[src/rtl/pcs_tx_scr_gearbox.sv]
// pcs_tx_scr_gearbox: scrambles the 64b payload (x^58+x^39+1) and packs 66b blocks into 64b words.
// Latency: an accepted block starts on data_o the next cycle; its tail leaves within two cycles.
// Backpressure: ready_o drops for one cycle in every 33 while the full residual buffer is flushed.
module pcs_tx_scr_gearbox #(
  parameter int          DATA_W     = 64,
  parameter int          HEAD_W     = 2,
  parameter logic [57:0] SCR_INIT   = 58'h3ff_ffff_ffff_ffff,
  parameter bit          SCR_BYPASS = 1'b0
) (
  input  logic              clk,
  input  logic              nreset,
  input  logic              head_v_i,
  input  logic [HEAD_W-1:0] sync_head_i,
  input  logic [DATA_W-1:0] data_i,
  output logic              ready_o,
  output logic              valid_o,
  output logic [DATA_W-1:0] data_o
);

  // scr_state[57] is the most recently scrambled bit, scr_state[0] the oldest of the 58 kept.
  logic [57:0]  scr_state;
  logic [63:0]  scr_raw;
  logic [63:0]  scr;
  logic [5:0]   seq;
  logic [63:0]  resid;
  logic [6:0]   shamt;
  logic [127:0] packed_w;

  // Parallel scrambler: bit i taps the scrambled bits 39 and 58 positions earlier in line order,
  // reaching into the stored state while those positions precede the current block.
  always_comb begin
    scr_raw = '0;
    for (int i = 0; i < 39; i++) begin
      scr_raw[i] = data_i[i] ^ scr_state[i+19] ^ scr_state[i];
    end
    for (int i = 39; i < 58; i++) begin
      scr_raw[i] = data_i[i] ^ scr_raw[i-39] ^ scr_state[i];
    end
    for (int i = 58; i < 64; i++) begin
      scr_raw[i] = data_i[i] ^ scr_raw[i-39] ^ scr_raw[i-58];
    end
  end

  // In bypass the payload goes out as-is, but the state still tracks what was sent.
  assign scr   = SCR_BYPASS ? data_i : scr_raw;
  assign shamt = {seq, 1'b0};

  // Place the new block above the 2*seq residual bits; bits of resid above its length are always zero.
  always_comb begin
    packed_w = ({62'b0, scr, sync_head_i} << shamt) | {64'b0, resid};
  end

  // Gearbox state: emit the low 64 bits, keep the rest; on the 33rd cycle flush the full residual.
  always_ff @(posedge clk or negedge nreset) begin
    if (!nreset) begin
      seq       <= 6'd0;
      ready_o   <= 1'b1;
      valid_o   <= 1'b0;
      data_o    <= '0;
      resid     <= '0;
      scr_state <= SCR_INIT;
    end else begin
      valid_o <= 1'b1;
      if (ready_o) begin
        data_o    <= packed_w[63:0];
        resid     <= packed_w[127:64];
        scr_state <= scr[63:6];
        seq       <= seq + 6'd1;
        ready_o   <= (seq != 6'd31);
      end else begin
        data_o  <= resid;
        resid   <= '0;
        seq     <= 6'd0;
        ready_o <= 1'b1;
      end
    end
  end

  // The encoder must present a block on every cycle it is being accepted.
  assert property (@(posedge clk) disable iff (!nreset) ready_o |-> head_v_i);

endmodule

[config.mk]
export PLATFORM = sky130hd
export DESIGN_NAME = pcs_tx_scr_gearbox
export DESIGN_NICKNAME = d
export VERILOG_FILES = /design/src/rtl/pcs_tx_scr_gearbox.sv
export SDC_FILE = /design/constraint.sdc
export NUM_CORES = 1
export LEC_CHECK = 0
export ABC_AREA = 1
export BUFFER_PORTS_ARGS = -buffer_cell sky130_fd_sc_hd__buf_2
export CORE_MARGIN = 2
export CORE_UTILIZATION = 50
export DETAILED_ROUTE_END_ITERATION = 12
export GPL_TIMING_DRIVEN = 0
export HOLD_SLACK_MARGIN = 0.08
export PLACE_DENSITY = 0.7
export SLEW_MARGIN = 40
export SYNTH_ARGS = -nofsm -noshare
export SYNTH_HDL_FRONTEND = slang
export SYNTH_SLANG_ARGS = --single-unit
[constraint.sdc]
create_clock -name clk -period 4.9 [get_ports clk]
set_input_delay 0.49 -clock clk [delete_from_list [all_inputs] [get_ports clk]]
set_output_delay 0.49 -clock clk [all_outputs]
set_load 0.02 [all_outputs]
==> reports/qor.yml, run 1 <==
synth.most_common_cell: "nand2_1"
start_util_pct: 50.4
synth-warning-count: 0
yosys.cell_types.count: 42
max_slew_violations: 0
cpMaxStageDelayCell: "dfstp_2"
synth_top_cell_area_share_pct: 25.1
critPathMaxStageDelay_ns: 0.62
worst_hold_path.endpoint: "data_o[56]"
grt_max_degree: 67
drv.max_cap_violation_count: 0
cts.hold.buffers_added: 1
drt-vias-per-instance: 6.46
finalCriticalPeriod_ns: 2.96
die-height_um: 168
timing.reg2reg.setup_slack_ns: 1.94
cts_tree: "built"
route.final.wire_length_mm: 67.7
clk_pin_slew_worst_paths_ns: 0.09
area_delta_synth_final_pct: 13.8
hold_viol_final: 0
power-per-cell-area_nw_per_um2: 737
grt.overflow.total: 0
postCtsSetupBuffers: 0
clock_sink_count: 194
detail_route.iter0.violations: 2569
post_synth_inst_count: 1961
crit_arrival_ns: 3.31
setup_viol: 0
synth_sequential_area_ratio_pct: 36.6
worst_hold_startpoint: "resid[56]"
wl_per_cell_um: 27.4
drc_errors: 0
num_cts_buffers: 17
die_width_um: 168
worst_slew_pin_slew_ns: 0.949
placement.io_buffers: 133
antenna_found_initial: 2
ys_async_sr_fraction_pct: 100
ios: 135
number_of_flops_mapped_to_enable_cells_by_yosys: 0
grtUsageTotal_pct: 48.2
dr.pass1.iters: 8
cellLeakagePower_nw: 7.65
fp.coreArea_um2: 26700
nets: 2187
synth.top_cells.by_area: "dfrtp_1 (25%), nand2_1 (17%), nand3_1 (17%), dfstp_2 (12%), inv_1 (3.3%)"
first_global_vias: 15400
post-route-period-util_pct: 60.4
yosys_register_bits: 194
die_area_um2: 28300
synthFlopType: "dfrtp_1"
run_status: "finished clean"
htree_levels: 4
holdCritPathClass: "flip-flop to flip-flop"
crit-reg2reg-launch: "scr_state[35]"
rsz0062_at_grt: "false"
critical_path.endpoint_type: "flip-flop"
critical_path_peak_fanout: 4
grt_pass1_wl_mm: 98.1
ratio_of_cells_with_drive_above_1_in_the_final_layout_pct: 17.7
pre_cts_slack_ns: 2.28
worst-endpoint-required_ns: 5.26
dp_hpwl_mm: 53.6
worst_slack_ns: 1.94
cp-start-kind: "flip-flop"
min_delay_path_depth: 1
drt.antenna.violating_nets: 0
slew-limit-headroom_pct: 36.5
final.setup_skew_ns: 0.0235
synth_cell_area_um2: 13500
cts.path.max_buffers: 2
gpl.final_weighted_congestion: 1.09
crit_path_cell_trace: "xor2_1 > nand2_1 > nand2_1 > inv_1 > o21ai_1 > nand2_1 > nand3_1 > nand3_1 > nand3_1 > nand2_1 > nand3_1 > inv_1"
root_buffer: "clkbuf_16"
number_of_core_rows: 60
vdd_ir_drop_max_v: 0.000578
critical_path_class: "flip-flop to flip-flop"
syn_avg_cell_area_um2: 6.87
finalSetupTns_ns: 0
cts.repair.resized: 0
path_depth_of_the_worst_reg2reg_path: 12
timing.rr.end: "resid[28]"
clkLatencyLatePin_ns: 0.47
syn-num-nets: 2031
synth_area_leader_cell: "dfrtp_1"
route.vias.total: 16000
fmax_mhz: 338
ys_top_cells_by_count: "nand2_1 (610), nand3_1 (457), dfrtp_1 (135), inv_1 (119), o21ai_0 (89)"
power breakdown:
group	switching, mW	internal [mW]	leakage (nW)
clock network	0.848	0.760	0.312
registers	0.460	2.47	2.25
logic	4.81	1.94	5.09
area by class of cell:
cell class                 count  area (um2)
antenna                        2        5.00
sequential                   194        4930
fill                        2570       11400
clock inverter                15         225
timing repair buffer         137         768
tap                          341         427
inverter                     133         499
clock buffer                  17         425
buffer                       123         569
multi-input combinational   1511        7480
state kept, by name, summed over array words and instances (netlist names):
register	count
data_o	64
resid	64
scr_state	58
seq	6
ready_o	1
valid_o	1
critical path, delay by kind of cell (launching register included):
kind | cells | cell delay, ns
xor gates and xnor gates | 1 | 0.15
DFF | 1 | 0.62
and+or+nand+nor | 8 | 1.48
buffers and inverters | 2 | 0.36
AOI/OAI and AO/OA | 1 | 0.27
routing by layer:
metal	up-vias	share of wire (%)	track usage (%)
li1	6795	-	-
met1	7549	37	61.4
met2	1334	41	70.3
met3	286	15	17.8
met4	2	6.5	27.9
met5	-	0.019	0
cell families (layout without fill, tap and decap cells):
| family | count (synthesis) | in the layout | share of synthesized area [%] |
|---|---|---|---|
| AOI/OAI and AO/OA | 240 | 240 | 10.7 |
| xor gates and xnor gates | 85 | 85 | 5.64 |
| adders and majority gates | 1 | 1 | 0.0928 |
| buffers and inverters | 256 | 425 | 7.90 |
| DFF | 194 | 194 | 36.6 |
| other | 1 | 3 | 0.0278 |
| and+or+nand+nor | 1184 | 1184 | 39.1 |
cell usage in the layout (no fill, tap or decap), types with 30 or more instances in the layout:
cell type / synthesis / layout
inv_1: 119 / 119
nand2_2: 30 / 30
o21ai_0: 89 / 89
a21oi_1: 42 / 42
dfrtp_1: 135 / 135
nand2_1: 610 / 610
dfstp_2: 59 / 59
nor2_1: 44 / 44
nand3_1: 457 / 457
clkbuf_1: 43 / 40
buf_2: 53 / 185
xor2_1: 42 / 42
xnor2_1: 41 / 41
metrics by stage:
stage / power [mW] / hold WS (ns) / cell area, um2 / utilization, % / cells
after CTS: 10.9 / 0.427 / 15300 / 57.3 / 2471
after detailed placement: 9.31 / 0.381 / 14700 / 54.9 / 2438
final: 11.3 / 0.434 / 15300 / 57.4 / 2473
after global placement: 9.17 / 0.411 / 14600 / 54.5 / 2435
after global routing: 11.8 / 0.447 / 15300 / 57.3 / 2471
after floorplan: 6.96 / 0.194 / 13500 / - / 1961
worst max path at each step:
stage	slack [ns]	startpoint	depth (start not counted)	end
2_1_floorplan	3.09	scr_state[22]	13	resid[8]
3_3_place_gp	0.21	nreset	1	resid[41]
3_5_place_dp	2.28	data_i[16]	12	data_o[56]
4_1_cts	2.29	scr_state[22]	13	data_o[60]
5_1_grt	1.98	scr_state[22]	13	data_o[60]
6_report	1.94	scr_state[35]	12	resid[28]
(Power assumes the default switching activity.)
==> run 2: changes to the inputs <==
ABC_AREA = 0   (was 1)
PLACE_DENSITY = 0.71   (was 0.7)
clock period = 3 ns   (was 4.9 ns; I/O delays follow)
==> run 2 against run 1 <==
Against the previous run:
- the flow now finishes with violations (setup timing)
- maximum frequency down 2.5%
- critical path depth fell by 5
- utilization increased by 4.5 points
- clock skew shrank 0.0063 ns
- hold slack worse by 0.18 ns
- via count shrank 26%
- sequential share of layout area grew 0.51 points
- count of clock-buffer cells in the layout is 1 higher
- clock power up 53%
- synthesized area decreased by 7.5%
- sequential cell count unchanged
- sequential power increased by 62%
- largest cell class unchanged
- largest power group unchanged
==> reports/qor.yml, run 2 <==
most_common_cell_after_layout_fill_and_taps_aside: "buf_2"
gpl.final_weighted_congestion: 1.04  # -4.2%
n_fill_cell: 2039  # -21%
die_area_um2: 26200  # -7.3%
synth_top_cell_area_share_pct: 27.1  # +2.0 points
dr.pass1.iters: 9  # +1
path_depth_of_the_worst_reg2reg_path: 7  # -5
cts.path.max_buffers: 2  # unchanged
critical_path_peak_fanout: 5  # +1
route.final.wire_length_mm: 56.9  # -16%
timing.rr.end: "data_o[56]"
clk_pin_slew_worst_paths_ns: 0.09  # about the same
die_width_um: 162  # -3.7%
drc_errors: 0  # unchanged
timing.reg2reg.setup_slack_ns: -0.03  # -1.98 ns
slew-limit-headroom_pct: 36.6  # +0.066 points
critPathCapture: "data_o[56]"
syn_avg_cell_area_um2: 10.6  # +54%
root_buffer: "clkbuf_16"
synth.most_common_cell: "dfrtp_1"
drv.max_cap_violation_count: 0  # unchanged
dp_hpwl_mm: 43.2  # -19%
ys_top_cells_by_count: "dfrtp_1 (135), mux2i_1 (96), nand2_1 (88), nor2_1 (82), o21ai_0 (69)"
number_of_flops_mapped_to_enable_cells_by_yosys: 0  # unchanged
synth.top_cells.by_area: "dfrtp_1 (27%), dfstp_2 (12%), mux2i_1 (7.7%), mux2_2 (5.9%), xor3_1 (4.4%)"
syn-num-nets: 1248  # -39%
num_cts_buffers: 17  # unchanged
synth_area_leader_cell: "dfrtp_1"
reg_top3: "data_o x64, resid x64, scr_state x58"
fp.coreArea_um2: 24400  # -8.7%
crit_arrival_ns: 3.38  # +0.07 ns
fmax_mhz: 330  # -2.5%
drt.antenna.violating_nets: 0  # unchanged
critical_path.endpoint_type: "flip-flop"
synth_sequential_area_ratio_pct: 39.5  # +3.0 points
yosys_register_bits: 194  # unchanged
synth_cell_area_um2: 12500  # -7.5%
post_synth_inst_count: 1178  # -40%
power_mw: 23.6  # +110%
worst-endpoint-required_ns: 3.35  # -1.91 ns
placement.io_buffers: 133  # unchanged
ratio_of_cells_with_drive_above_1_in_the_final_layout_pct: 34.1  # +16 points
detail_route.iter0.violations: 2079  # -19%
holdCritPathClass: "input pin to flip-flop"
grt_pass1_wl_mm: 81.5  # -17%
failed_checks: "setup timing"
synth-warning-count: 0  # unchanged
run_status: "complete, but fails checks"
vdd_ir_drop_max_v: 0.000976  # +69%
die-height_um: 162  # -3.7%
post-route-period-util_pct: 101  # +41 points
setup_viol: 7  # +7
worstSetupStartpoint: "scr_state[20]"
ys_async_sr_fraction_pct: 100  # unchanged
first_global_vias: 11500  # -25%
power-per-cell-area_nw_per_um2: 1560  # +110%
rsz0062_at_grt: "true"
cellLeakagePower_nw: 6.70  # -12%
min_delay_path_depth: 3  # +2
route.vias.total: 11800  # -26%
yosys.cell_types.count: 71  # +69%
clock_sink_count: 194  # unchanged
layout.cells.most_common_list: "buf_2 (143), dfrtp_1 (135), nand2_1 (87), nor2_1 (76), mux2i_1 (70)"
final.setup_skew_ns: 0.0172  # -0.00627 ns
cp-start-kind: "flip-flop"
area_delta_synth_final_pct: 21.1
cts_tree: "built"
grt.overflow.total: 0  # unchanged
worst_slew_pin_slew_ns: 0.951  # +0.00251 ns
hold_viol_final: 0  # unchanged
clkLatencyLatePin_ns: 0.46  # about the same
finish.instance_area_um2: 15100  # -1.6%
ios: 135  # unchanged
critical_path_class: "flip-flop to flip-flop"
htree_levels: 4  # unchanged
drt-vias-per-instance: 6.99  # +8.3%
number_of_core_rows: 57  # -5.0%
crit-reg2reg-launch: "scr_state[20]"
synthFlopType: "dfrtp_1"
grtUsageTotal_pct: 43.8  # -4.3 points
worst_slack_ns: -0.0330  # -1.98 ns
nets: 1422  # -35%
max_slew_violations: 0  # unchanged
start_util_pct: 51.1  # +0.68 points
antenna_found_initial: 1  # -1
finalCriticalPeriod_ns: 3.03  # +0.0753 ns
placed_area_um2: 13600  # -6.9%
grt_max_degree: 76  # +13%
wl_per_cell_um: 33.6  # +23%
run 2: changes by cell type after synthesis, moves of 27 or more:
cell / before / now
nand2_1: 610 / 88
nand2_2: 30 / 0
buf_2: 53 / 8
nand3_1: 457 / 8
nor2_1: 44 / 82
o22ai_1: 0 / 37
inv_1: 119 / 24
o21ai_1: 29 / 2
mux2i_1: 0 / 96
mux2_2: 0 / 65
run 2: cell families after synthesis:
| family | share of synthesized area, % |
|---|---|
| AND/OR/NAND/NOR | 8.17 |
| flip-flops | 39.5 |
| adder cells (fa/ha/maj) | 0.100 |
| buffers and inverters | 3.33 |
| XOR/XNOR | 13.2 |
| other | 0.0301 |
| multiplexers | 15.2 |
| AO/OA/AOI/OAI | 20.4 |
run 2: layer usage:
metal / share of wire, % / vias to the layer above / routed length, um / global-route usage [%]
met4: 5.5 / 2 / 3110 / 18.7
li1: - / 4742 / - / -
met1: 38 / 5816 / 21800 / 59.7
met2: 42 / 1025 / 23800 / 63.4
met3: 14 / 246 / 8090 / 15.3
met5: 0.17 / - / 96 / 3.03
run 2: critical path: stages, from the launching register on:
cell and delay, ns:
dfstp_2 0.55, xor3_2 0.60, xnor2_4 0.38, o22a_1 0.27
o21ai_0 0.18, o21ai_2 0.41, o21ai_1 0.22, o21ai_0 0.31
run 2: what timing repair did:
| action | in CTS | in global routing |
|---|---|---|
| hold buffers | 1 | 0 |
| gates resized for setup | 86 | 71 |
| endpoints found under the hold margin | 44 | 0 |
| pin swaps | 8 | 18 |
| buffers inserted | 4 | 14 |
| endpoints found under the setup margin | 110 | 85 |
run 2: final cells by class:
cell class                 count  area [um2]  share of cell area, %
timing repair buffer         158         915                   6.06
multi-input combinational    878        7760                   51.4
clock inverter                14         178                   1.18
clock buffer                  18         439                   2.91
sequential                   194        4930                   32.7
tap                          324         405                   2.69
buffer                        76         358                   2.37
antenna                        3        7.51                 0.0497
inverter                      27         103                  0.680
run 2: per-stage QoR:
step | util (%) | hold slack (ns) | std cells | setup WS (ns) | setup TNS (ns)
6_report | 61.9 | 0.257 | 1692 | -0.0330 | -0.123
5_1_grt | 61.8 | 0.280 | 1689 | -0.0465 | -0.130
4_1_cts | 60.0 | 0.261 | 1677 | 0.00103 | 0
3_5_place_dp | 55.9 | 0.232 | 1641 | -0.778 | -35.52
3_3_place_gp | 55.5 | 0.409 | 1635 | -1.38 | -236.87
2_1_floorplan | - | 0.00441 | 1178 | 0.364 | 0
run 2: worst min path at each step:
stage               start             to  slack [ns]
2_1_floorplan      nreset      data_o[0]       0.004
3_3_place_gp     resid[3]      data_o[3]        0.41
6_report       data_i[28]  scr_state[22]        0.26
5_1_grt        data_i[28]  scr_state[22]        0.28
4_1_cts        data_i[28]  scr_state[22]        0.26
3_5_place_dp       nreset         seq[1]        0.23
run 2: report_power, final:
| part | leakage [nW] | total, mW | internal (mW) | switching (mW) |
|---|---|---|---|---|
| logic | 4.13 | 16.4 | 6.65 | 9.73 |
| clock network | 0.298 | 2.47 | 1.16 | 1.31 |
| registers | 2.27 | 4.76 | 4.11 | 0.649 |
